<file path="src/rtl/text_pkg.sv">
// -----------------------------------------------------------------------------
// text_pkg
// Shared constants for the character display RAM: geometry (40x30 cells), bus
// widths, and the clear-screen sequencer state encoding. The text renderer
// imports the same package, so cell addressing (hp + vp*COLS) stays consistent.
// -----------------------------------------------------------------------------
package text_pkg;

  localparam int COLS  = 40;           // characters per row
  localparam int ROWS  = 30;           // character rows
  localparam int DEPTH = COLS * ROWS;  // valid cell count (1200)
  localparam int AW    = 12;           // cell address width
  localparam int DW    = 8;            // character code width

  typedef enum logic {
    ST_IDLE  = 1'b0,
    ST_CLEAR = 1'b1
  } clr_state_t;

endpackage

</file>
<file path="src/rtl/text_mem_arbiter_if.sv">
// -----------------------------------------------------------------------------
// text_mem_arbiter_if
// Bundles every requester-side and RAM-side signal of the display RAM arbiter.
//   video : vid_req, vid_addr -> vid_data (1-cycle fetch)
//   cpu   : cpu_valid/cpu_ready handshake, cpu_we/addr/wdata,
//           cpu_rvalid/cpu_rdata read return, cpu_oor sticky flag
//   clear : clr_start, clr_char -> clr_busy
//   ram   : mem_en/we/addr/wdata out, mem_rdata in (registered read)
// The slave modport is the arbiter; the master modport is its environment
// (requesters plus the RAM macro).
// -----------------------------------------------------------------------------
interface text_mem_arbiter_if;
  import text_pkg::*;

  logic          vid_req;
  logic [AW-1:0] vid_addr;
  logic [DW-1:0] vid_data;

  logic          cpu_valid;
  logic          cpu_ready;
  logic          cpu_we;
  logic [AW-1:0] cpu_addr;
  logic [DW-1:0] cpu_wdata;
  logic          cpu_rvalid;
  logic [DW-1:0] cpu_rdata;
  logic          cpu_oor;

  logic          clr_start;
  logic [DW-1:0] clr_char;
  logic          clr_busy;

  logic          mem_en;
  logic          mem_we;
  logic [AW-1:0] mem_addr;
  logic [DW-1:0] mem_wdata;
  logic [DW-1:0] mem_rdata;

  modport slave (
    input  vid_req, vid_addr, cpu_valid, cpu_we, cpu_addr, cpu_wdata,
           clr_start, clr_char, mem_rdata,
    output vid_data, cpu_ready, cpu_rvalid, cpu_rdata, cpu_oor, clr_busy,
           mem_en, mem_we, mem_addr, mem_wdata
  );

  modport master (
    output vid_req, vid_addr, cpu_valid, cpu_we, cpu_addr, cpu_wdata,
           clr_start, clr_char, mem_rdata,
    input  vid_data, cpu_ready, cpu_rvalid, cpu_rdata, cpu_oor, clr_busy,
           mem_en, mem_we, mem_addr, mem_wdata
  );

endinterface

</file>
<file path="src/rtl/text_clear_seq.sv">
// -----------------------------------------------------------------------------
// text_clear_seq
// Clear-screen engine: on i_start (while idle) latches the fill code and walks
// addresses 0..DEPTH-1, issuing one write request per cycle. A write completes
// only in cycles where i_grant is high, so stolen cycles simply stretch the
// sweep without skipping or repeating a cell.
//   clk, clr       : clock, synchronous active-high reset
//   i_start        : start request (ignored while clearing)
//   i_fill         : fill code, sampled with i_start
//   i_grant        : RAM slot available this cycle
//   o_req          : write request pending
//   o_addr, o_data : write address / fill code
//   o_busy         : clear in progress
// -----------------------------------------------------------------------------
module text_clear_seq
  import text_pkg::*;
#(
  parameter int DEPTH = text_pkg::DEPTH
) (
  input  logic          clk,
  input  logic          clr,
  input  logic          i_start,
  input  logic [DW-1:0] i_fill,
  input  logic          i_grant,
  output logic          o_req,
  output logic [AW-1:0] o_addr,
  output logic [DW-1:0] o_data,
  output logic          o_busy
);

  clr_state_t    r_state;
  clr_state_t    w_state_nxt;
  logic [AW-1:0] r_cnt;
  logic [DW-1:0] r_fill;
  logic          w_last;

  assign w_last = (r_cnt == AW'(DEPTH - 1));

  // NOTE: state registers use non-blocking assignment so every flop samples
  // its inputs from the same pre-edge values regardless of block ordering.
  always_ff @(posedge clk) begin
    if (clr) r_state <= ST_IDLE;
    else     r_state <= w_state_nxt;
  end

  // NOTE: the default is assigned before the case so every path drives
  // w_state_nxt and no latch is inferred.
  always_comb begin
    w_state_nxt = r_state;
    unique case (r_state)
      ST_IDLE:  if (i_start)           w_state_nxt = ST_CLEAR;
      ST_CLEAR: if (i_grant && w_last) w_state_nxt = ST_IDLE;
      default:                         w_state_nxt = ST_IDLE;
    endcase
  end

  // Counter only advances on a granted write; it is parked at 0 when idle so
  // a reset mid-sweep or a fresh start always begins at cell 0.
  always_ff @(posedge clk) begin
    if (clr) begin
      r_cnt  <= '0;
      r_fill <= '0;
    end else if (r_state == ST_IDLE) begin
      if (i_start) begin
        r_cnt  <= '0;
        r_fill <= i_fill;
      end
    end else if (i_grant) begin
      r_cnt <= w_last ? '0 : r_cnt + 1'b1;
    end
  end

  assign o_req  = (r_state == ST_CLEAR);
  assign o_busy = (r_state == ST_CLEAR);
  assign o_addr = r_cnt;
  assign o_data = r_fill;

endmodule

</file>
<file path="src/rtl/text_mem_arbiter.sv">
// -----------------------------------------------------------------------------
// text_mem_arbiter
// Shares the single-port character RAM between the text renderer (highest
// priority, guaranteed 1-cycle fetch), the clear-screen engine, and the CPU.
// At most one RAM access is issued per cycle; mem_* are combinational from the
// winner and registered inside the RAM macro.
//   clk, clr : clock, synchronous active-high reset
//   bus      : slave side of text_mem_arbiter_if (video, cpu, clear, ram)
// -----------------------------------------------------------------------------
module text_mem_arbiter
  import text_pkg::*;
#(
  parameter int COLS  = text_pkg::COLS,
  parameter int ROWS  = text_pkg::ROWS,
  parameter int DEPTH = COLS * ROWS
) (
  input logic              clk,
  input logic              clr,
  text_mem_arbiter_if.slave bus
);

  logic          w_clr_grant;
  logic          w_clr_req;
  logic [AW-1:0] w_clr_addr;
  logic [DW-1:0] w_clr_data;
  logic          w_clr_busy;
  logic          w_cpu_ready;
  logic          w_cpu_accept;
  logic          w_cpu_in_range;
  logic          r_rvalid;
  logic          r_rd_oor;
  logic          r_oor;

  // Video owns any cycle it requests; the clear engine gets the rest.
  assign w_clr_grant = !bus.vid_req;

  text_clear_seq #(.DEPTH(DEPTH)) u_clear_seq (
    .clk     (clk),
    .clr     (clr),
    .i_start (bus.clr_start),
    .i_fill  (bus.clr_char),
    .i_grant (w_clr_grant),
    .o_req   (w_clr_req),
    .o_addr  (w_clr_addr),
    .o_data  (w_clr_data),
    .o_busy  (w_clr_busy)
  );

  // CPU is locked out during a clear and in the start cycle itself, so a
  // clear never shares its first slot with a CPU access.
  assign w_cpu_ready    = !clr && !w_clr_busy && !bus.vid_req && !bus.clr_start;
  assign w_cpu_accept   = bus.cpu_valid && w_cpu_ready;
  assign w_cpu_in_range = (bus.cpu_addr < AW'(DEPTH));

  // Priority mux; RAM controls are held quiet while in reset.
  always_comb begin
    bus.mem_en    = 1'b0;
    bus.mem_we    = 1'b0;
    bus.mem_addr  = '0;
    bus.mem_wdata = '0;
    if (!clr) begin
      if (bus.vid_req) begin
        bus.mem_en   = 1'b1;
        bus.mem_addr = bus.vid_addr;
      end else if (w_clr_req) begin
        bus.mem_en    = 1'b1;
        bus.mem_we    = 1'b1;
        bus.mem_addr  = w_clr_addr;
        bus.mem_wdata = w_clr_data;
      end else if (w_cpu_accept && w_cpu_in_range) begin
        bus.mem_en    = 1'b1;
        bus.mem_we    = bus.cpu_we;
        bus.mem_addr  = bus.cpu_addr;
        bus.mem_wdata = bus.cpu_we ? bus.cpu_wdata : '0;
      end
    end
  end

  // Read return tracking. r_rd_oor masks the RAM data for an out-of-range
  // read, which never touched the RAM.
  always_ff @(posedge clk) begin
    if (clr) begin
      r_rvalid <= 1'b0;
      r_rd_oor <= 1'b0;
      r_oor    <= 1'b0;
    end else begin
      r_rvalid <= w_cpu_accept && !bus.cpu_we;
      r_rd_oor <= w_cpu_accept && !bus.cpu_we && !w_cpu_in_range;
      if (w_cpu_accept && !w_cpu_in_range) r_oor <= 1'b1;
    end
  end

  assign bus.vid_data   = bus.mem_rdata;
  assign bus.cpu_ready  = w_cpu_ready;
  assign bus.cpu_rvalid = r_rvalid;
  assign bus.cpu_rdata  = r_rd_oor ? '0 : bus.mem_rdata;
  assign bus.cpu_oor    = r_oor;
  assign bus.clr_busy   = w_clr_busy;

endmodule

</file>
<file path="src/flat_wrapper.sv">
// flat-port wrapper written by rule: the top's interface ports become plain ports
module text_mem_arbiter_flat import text_pkg::*;
#(
  parameter int COLS  = text_pkg::COLS,
  parameter int ROWS  = text_pkg::ROWS,
  parameter int DEPTH = COLS * ROWS
)
  (clk, clr, bus_vid_req, bus_vid_addr, bus_cpu_valid, bus_cpu_we, bus_cpu_addr, bus_cpu_wdata, bus_clr_start, bus_clr_char, bus_mem_rdata, bus_vid_data, bus_cpu_ready, bus_cpu_rvalid, bus_cpu_rdata, bus_cpu_oor, bus_clr_busy, bus_mem_en, bus_mem_we, bus_mem_addr, bus_mem_wdata);
  text_mem_arbiter_if bus_i ();
  input logic clk;
  input logic clr;
  input wire logic [$bits(bus_i.vid_req)-1:0] bus_vid_req;
  input wire logic [$bits(bus_i.vid_addr)-1:0] bus_vid_addr;
  input wire logic [$bits(bus_i.cpu_valid)-1:0] bus_cpu_valid;
  input wire logic [$bits(bus_i.cpu_we)-1:0] bus_cpu_we;
  input wire logic [$bits(bus_i.cpu_addr)-1:0] bus_cpu_addr;
  input wire logic [$bits(bus_i.cpu_wdata)-1:0] bus_cpu_wdata;
  input wire logic [$bits(bus_i.clr_start)-1:0] bus_clr_start;
  input wire logic [$bits(bus_i.clr_char)-1:0] bus_clr_char;
  input wire logic [$bits(bus_i.mem_rdata)-1:0] bus_mem_rdata;
  output wire logic [$bits(bus_i.vid_data)-1:0] bus_vid_data;
  output wire logic [$bits(bus_i.cpu_ready)-1:0] bus_cpu_ready;
  output wire logic [$bits(bus_i.cpu_rvalid)-1:0] bus_cpu_rvalid;
  output wire logic [$bits(bus_i.cpu_rdata)-1:0] bus_cpu_rdata;
  output wire logic [$bits(bus_i.cpu_oor)-1:0] bus_cpu_oor;
  output wire logic [$bits(bus_i.clr_busy)-1:0] bus_clr_busy;
  output wire logic [$bits(bus_i.mem_en)-1:0] bus_mem_en;
  output wire logic [$bits(bus_i.mem_we)-1:0] bus_mem_we;
  output wire logic [$bits(bus_i.mem_addr)-1:0] bus_mem_addr;
  output wire logic [$bits(bus_i.mem_wdata)-1:0] bus_mem_wdata;
  assign bus_i.vid_req = bus_vid_req;
  assign bus_i.vid_addr = bus_vid_addr;
  assign bus_i.cpu_valid = bus_cpu_valid;
  assign bus_i.cpu_we = bus_cpu_we;
  assign bus_i.cpu_addr = bus_cpu_addr;
  assign bus_i.cpu_wdata = bus_cpu_wdata;
  assign bus_i.clr_start = bus_clr_start;
  assign bus_i.clr_char = bus_clr_char;
  assign bus_i.mem_rdata = bus_mem_rdata;
  assign bus_vid_data = bus_i.vid_data;
  assign bus_cpu_ready = bus_i.cpu_ready;
  assign bus_cpu_rvalid = bus_i.cpu_rvalid;
  assign bus_cpu_rdata = bus_i.cpu_rdata;
  assign bus_cpu_oor = bus_i.cpu_oor;
  assign bus_clr_busy = bus_i.clr_busy;
  assign bus_mem_en = bus_i.mem_en;
  assign bus_mem_we = bus_i.mem_we;
  assign bus_mem_addr = bus_i.mem_addr;
  assign bus_mem_wdata = bus_i.mem_wdata;
  text_mem_arbiter #(.COLS(COLS), .ROWS(ROWS), .DEPTH(DEPTH)) u_core (.clk(clk), .clr(clr), .bus(bus_i));
endmodule
</file>
<file path="config.mk">
export PLATFORM = sky130hd
export DESIGN_NAME = text_mem_arbiter_flat
export DESIGN_NICKNAME = d
export VERILOG_FILES = /design/src/rtl/text_pkg.sv /design/src/rtl/text_mem_arbiter_if.sv /design/src/rtl/text_clear_seq.sv /design/src/rtl/text_mem_arbiter.sv /design/src/flat_wrapper.sv
export SDC_FILE = /design/constraint.sdc
export NUM_CORES = 1
export LEC_CHECK = 0
export BUFFER_PORTS_ARGS = -buffer_cell sky130_fd_sc_hd__buf_2
export CORE_MARGIN = 2
export CORE_UTILIZATION = 48
export CTS_BUF_LIST = sky130_fd_sc_hd__clkbuf_8
export DETAILED_ROUTE_END_ITERATION = 10
export PLACE_DENSITY = 0.95
export SKIP_CTS_REPAIR_TIMING = 1
export SLEW_MARGIN = 20
export SYNTH_ARGS = -nofsm -noshare
export SYNTH_HDL_FRONTEND = slang
export SYNTH_SLANG_ARGS = --single-unit
</file>
<file path="constraint.sdc">
create_clock -name clk -period 4.15 [get_ports clk]
set_input_delay 0.415 -clock clk [delete_from_list [all_inputs] [get_ports clk]]
set_output_delay 0.415 -clock clk [all_outputs]
set_load 0.01 [all_outputs]
</file>
==> flow_summary.ini <==
[sta]
rsz0062_at_grt = false
fin_setup_tns_ns = 0
fin_crit_ns = 2.78
fin_crit_sh_pct = 66.9
fin_ws_ns = 1.37
hold_viol_final = 0
max_clock_freq_mhz = 360
setup_violations = 0
tightest_slew_ns = 0.819
slew_viol_final = 0
slew_headroom_pct = 45.1
finClkSkew_ns = 0.00155

[setup_path]
cp_slowest_stage_delay_ns = 0.55
crit_buf_inv = 2
crit_family = compound AO/OA/AOI/OAI gates
cp_max_fo = 22
cp_slowest_cell = dfxtp_1
required_ns = 3.73
critical_path_class = flip-flop to output pin
worstPathArrival_ns = 2.36
crit_chain = nor4_4 > nand2_2 > a211oi_2 > buf_4 > a32o_1 > buf_2
critPathCaptureType = output pin
start_kind = flip-flop

[power_and_ir_drop]
swShare_pct = 27.3
power_frac_comb_pct = 20.2
switchingPower_w = 0.000138
powerDensity_nw_per_um2 = 244
internal-power_w = 0.000367
clkPwrFrac_pct = 31.4
seqPwrFrac_pct = 48.4
ir_drop_mv = 0.177
p_leak_nw = 0.925

[grt]
busiest_layer = met2
met2_usage_pct = 38.5
grt_pass1_vias = 1504
grt.overflow.total = 0
grt_use_met1_pct = 25.3
grt_pass1_wl_um = 6310
grt_use_met3_pct = 3.93
antenna_found_initial = 0
grt_max_degree = 34
track_usage_pct = 21.4

[hold_path]
hp-class = primary input to flip-flop

[synthesis]
ys.flop_type = dfxtp_1
syn_area_per_cell_um2 = 7.58
yosys.area.top_type = dfxtp_1
synth_most_common_cell = nand2_1
synth_area_leaders = dfxtp_1 (30%), a21oi_1 (7.7%), nand2_1 (7.7%), o2bb2ai_1 (6.0%), buf_4 (4.6%)
synth-edff-count = 0
synthCells = 213
ys_warn_count = 0
synth.distinct_cells = 43
ys_seq_elements = 24
syn_nets = 268
seq_area_frac_synth_pct = 29.7
synthArstFlopShare_pct = 0
ys_top_cells_by_count = nand2_1 (33), a21oi_1 (25), dfxtp_1 (24), nor2_1 (16), o2bb2ai_1 (11)
synth_top_area_share_pct = 29.7
netlist_area_um2 = 1620

[clock_tree]
clk_root_buffer_cell = clkbuf_8
clk_path_buf_depth = 2
cts_max_level = 1
cts-buffers-inserted = 3
insertion_delay_ns = 0.26
cts_tree = yes
cts.sink_count = 24
clkSlewWorstSetupHoldPaths_ns = 0.08

[routing]
firstDrtPassIters = 4
drt_iter0_drc = 105
wl_per_cell_um = 13.0
antenna_left = 0
vias_per_cell = 5.53
drt_wl_total_um = 4350
drt_drc_violations_left = 0
dr_total_vias = 1848

[place]
gp_congestion = 0.826
io_buffers = 95
dp.cells = 330
hpwl_um = 3290
dpl_worst_slack_ns = 1.44

[floorplanning]
dieArea_um2 = 3850
coreArea_um2 = 3280
fp.dieH_um = 62.0
rows = 21
initial_utilization_pct = 49.2
fp.dieW_um = 62.0
num_io_pins = 96

[flow_run]
drv_cap = 0

[layout]
antenna_cells = 0
n_fill_cell = 316
drive_above_1_share_pct = 36.1
fin_nets = 344
area_delta_synth_final_pct = 28.4
final_cells = 334

[status]
status = complete, no violations
layout by cell type (no fill, tap or decap), drive strengths merged:
cell type and n:
inv 1, ha 1, clkbuf 4, nor4 2, o21ai 3, xnor2 3
or3 2, a21oi 25, a41oi 2, nand3 4, and2 2, a32o 7
a22o 4, dfxtp 24, buf 96, o22ai 1, nor2 16, a21o 2
nand2b 3, nor3 2, a211o 1, a211oi 2, a22oi 2, a31oi 6
and4 2, mux2i 1, nor3b 2, o2bb2ai 11, and3 2, nand4 5
nor4b 1, nand3b 2, o21bai 2, or3b 1, nor2b 10, nand2 34
through the flow:
stage          power (W)  cell area [µm²]  utilization [%]  hold WS [ns]
4_1_cts         0.000506             2070             63.1         0.385
3_3_place_gp    0.000349             2020             61.4         0.446
5_1_grt         0.000529             2070             63.1         0.395
3_5_place_dp    0.000352             2020             61.4         0.450
6_report        0.000505             2070             63.1         0.385
2_1_floorplan   0.000306             1620                -         0.436
layer usage:
metal  wire (µm)  up-vias  share of wire (%)
li1            -      926                  -
met1        1790      838                 41
met2        2230       77                 51
met3         275        7                6.3
met4          47        0                1.1
met5           0        -                  0
path summary, 6_finish.rpt:
path                                              startpoint                            end  slack (ns)  cells after the start
worst max register to register     u_core.u_clear_seq.o_busy  u_core.u_clear_seq.o_addr[11]        1.83                      4
worst min register to register  u_core.u_clear_seq.o_data[6]   u_core.u_clear_seq.o_data[6]        0.46                      2
worst max-delay path               u_core.u_clear_seq.o_busy               bus_mem_wdata[0]        1.37                      6
worst min-delay path                         bus_clr_char[0]   u_core.u_clear_seq.o_data[0]        0.38                      3
area by class of cell:
cell class / instances / area, µm² / share of cell area (%)
timing repair buffer: 96 / 483 / 23.3
tap: 46 / 57.6 / 2.78
multi-input combinational: 163 / 993 / 47.9
sequential: 24 / 480 / 23.2
inverter: 1 / 3.75 / 0.181
clock buffer: 4 / 55.1 / 2.66
sequential cells by signal, summed over array words and instances (netlist names):
name / flops
u_core.bus.cpu_oor: 1
u_core.u_clear_seq.o_data: 8
u_core.u_clear_seq.o_addr: 12
u_core.u_clear_seq.o_busy: 1
u_core.r_rd_oor: 1
u_core.bus.cpu_rvalid: 1
worst reg2reg max path: stages (launching register included):
cell and delay (ns):
dfxtp_1 0.80, or3b_1 0.42, a31oi_1 0.62, o21ai_0 0.21, a31oi_1 0.20
cells by family (layout without fill, tap and decap cells):
kind of cell / Yosys count / count (layout) / share of synthesized area [%]
AOI/OAI and AO/OA: 68 / 68 / 29.5
muxes: 1 / 1 / 0.620
buffers and inverters: 26 / 101 / 8.75
adders and majority gates: 1 / 1 / 0.774
and+or+nand+nor: 90 / 90 / 29.0
DFF: 24 / 24 / 29.7
xor gates and xnor gates: 3 / 3 / 1.63
power by group through the flow:
stage / sequential, W / clock (W) / combinational [W]
after floorplan: 0.000246 / 0 / 0.0000604
after global placement: 0.000250 / 0 / 0.0000999
after detailed placement: 0.000250 / 0 / 0.000102
after CTS: 0.000244 / 0.000159 / 0.000103
after global routing: 0.000246 / 0.000169 / 0.000114
final: 0.000245 / 0.000158 / 0.000102
(Power assumes the default switching activity.)
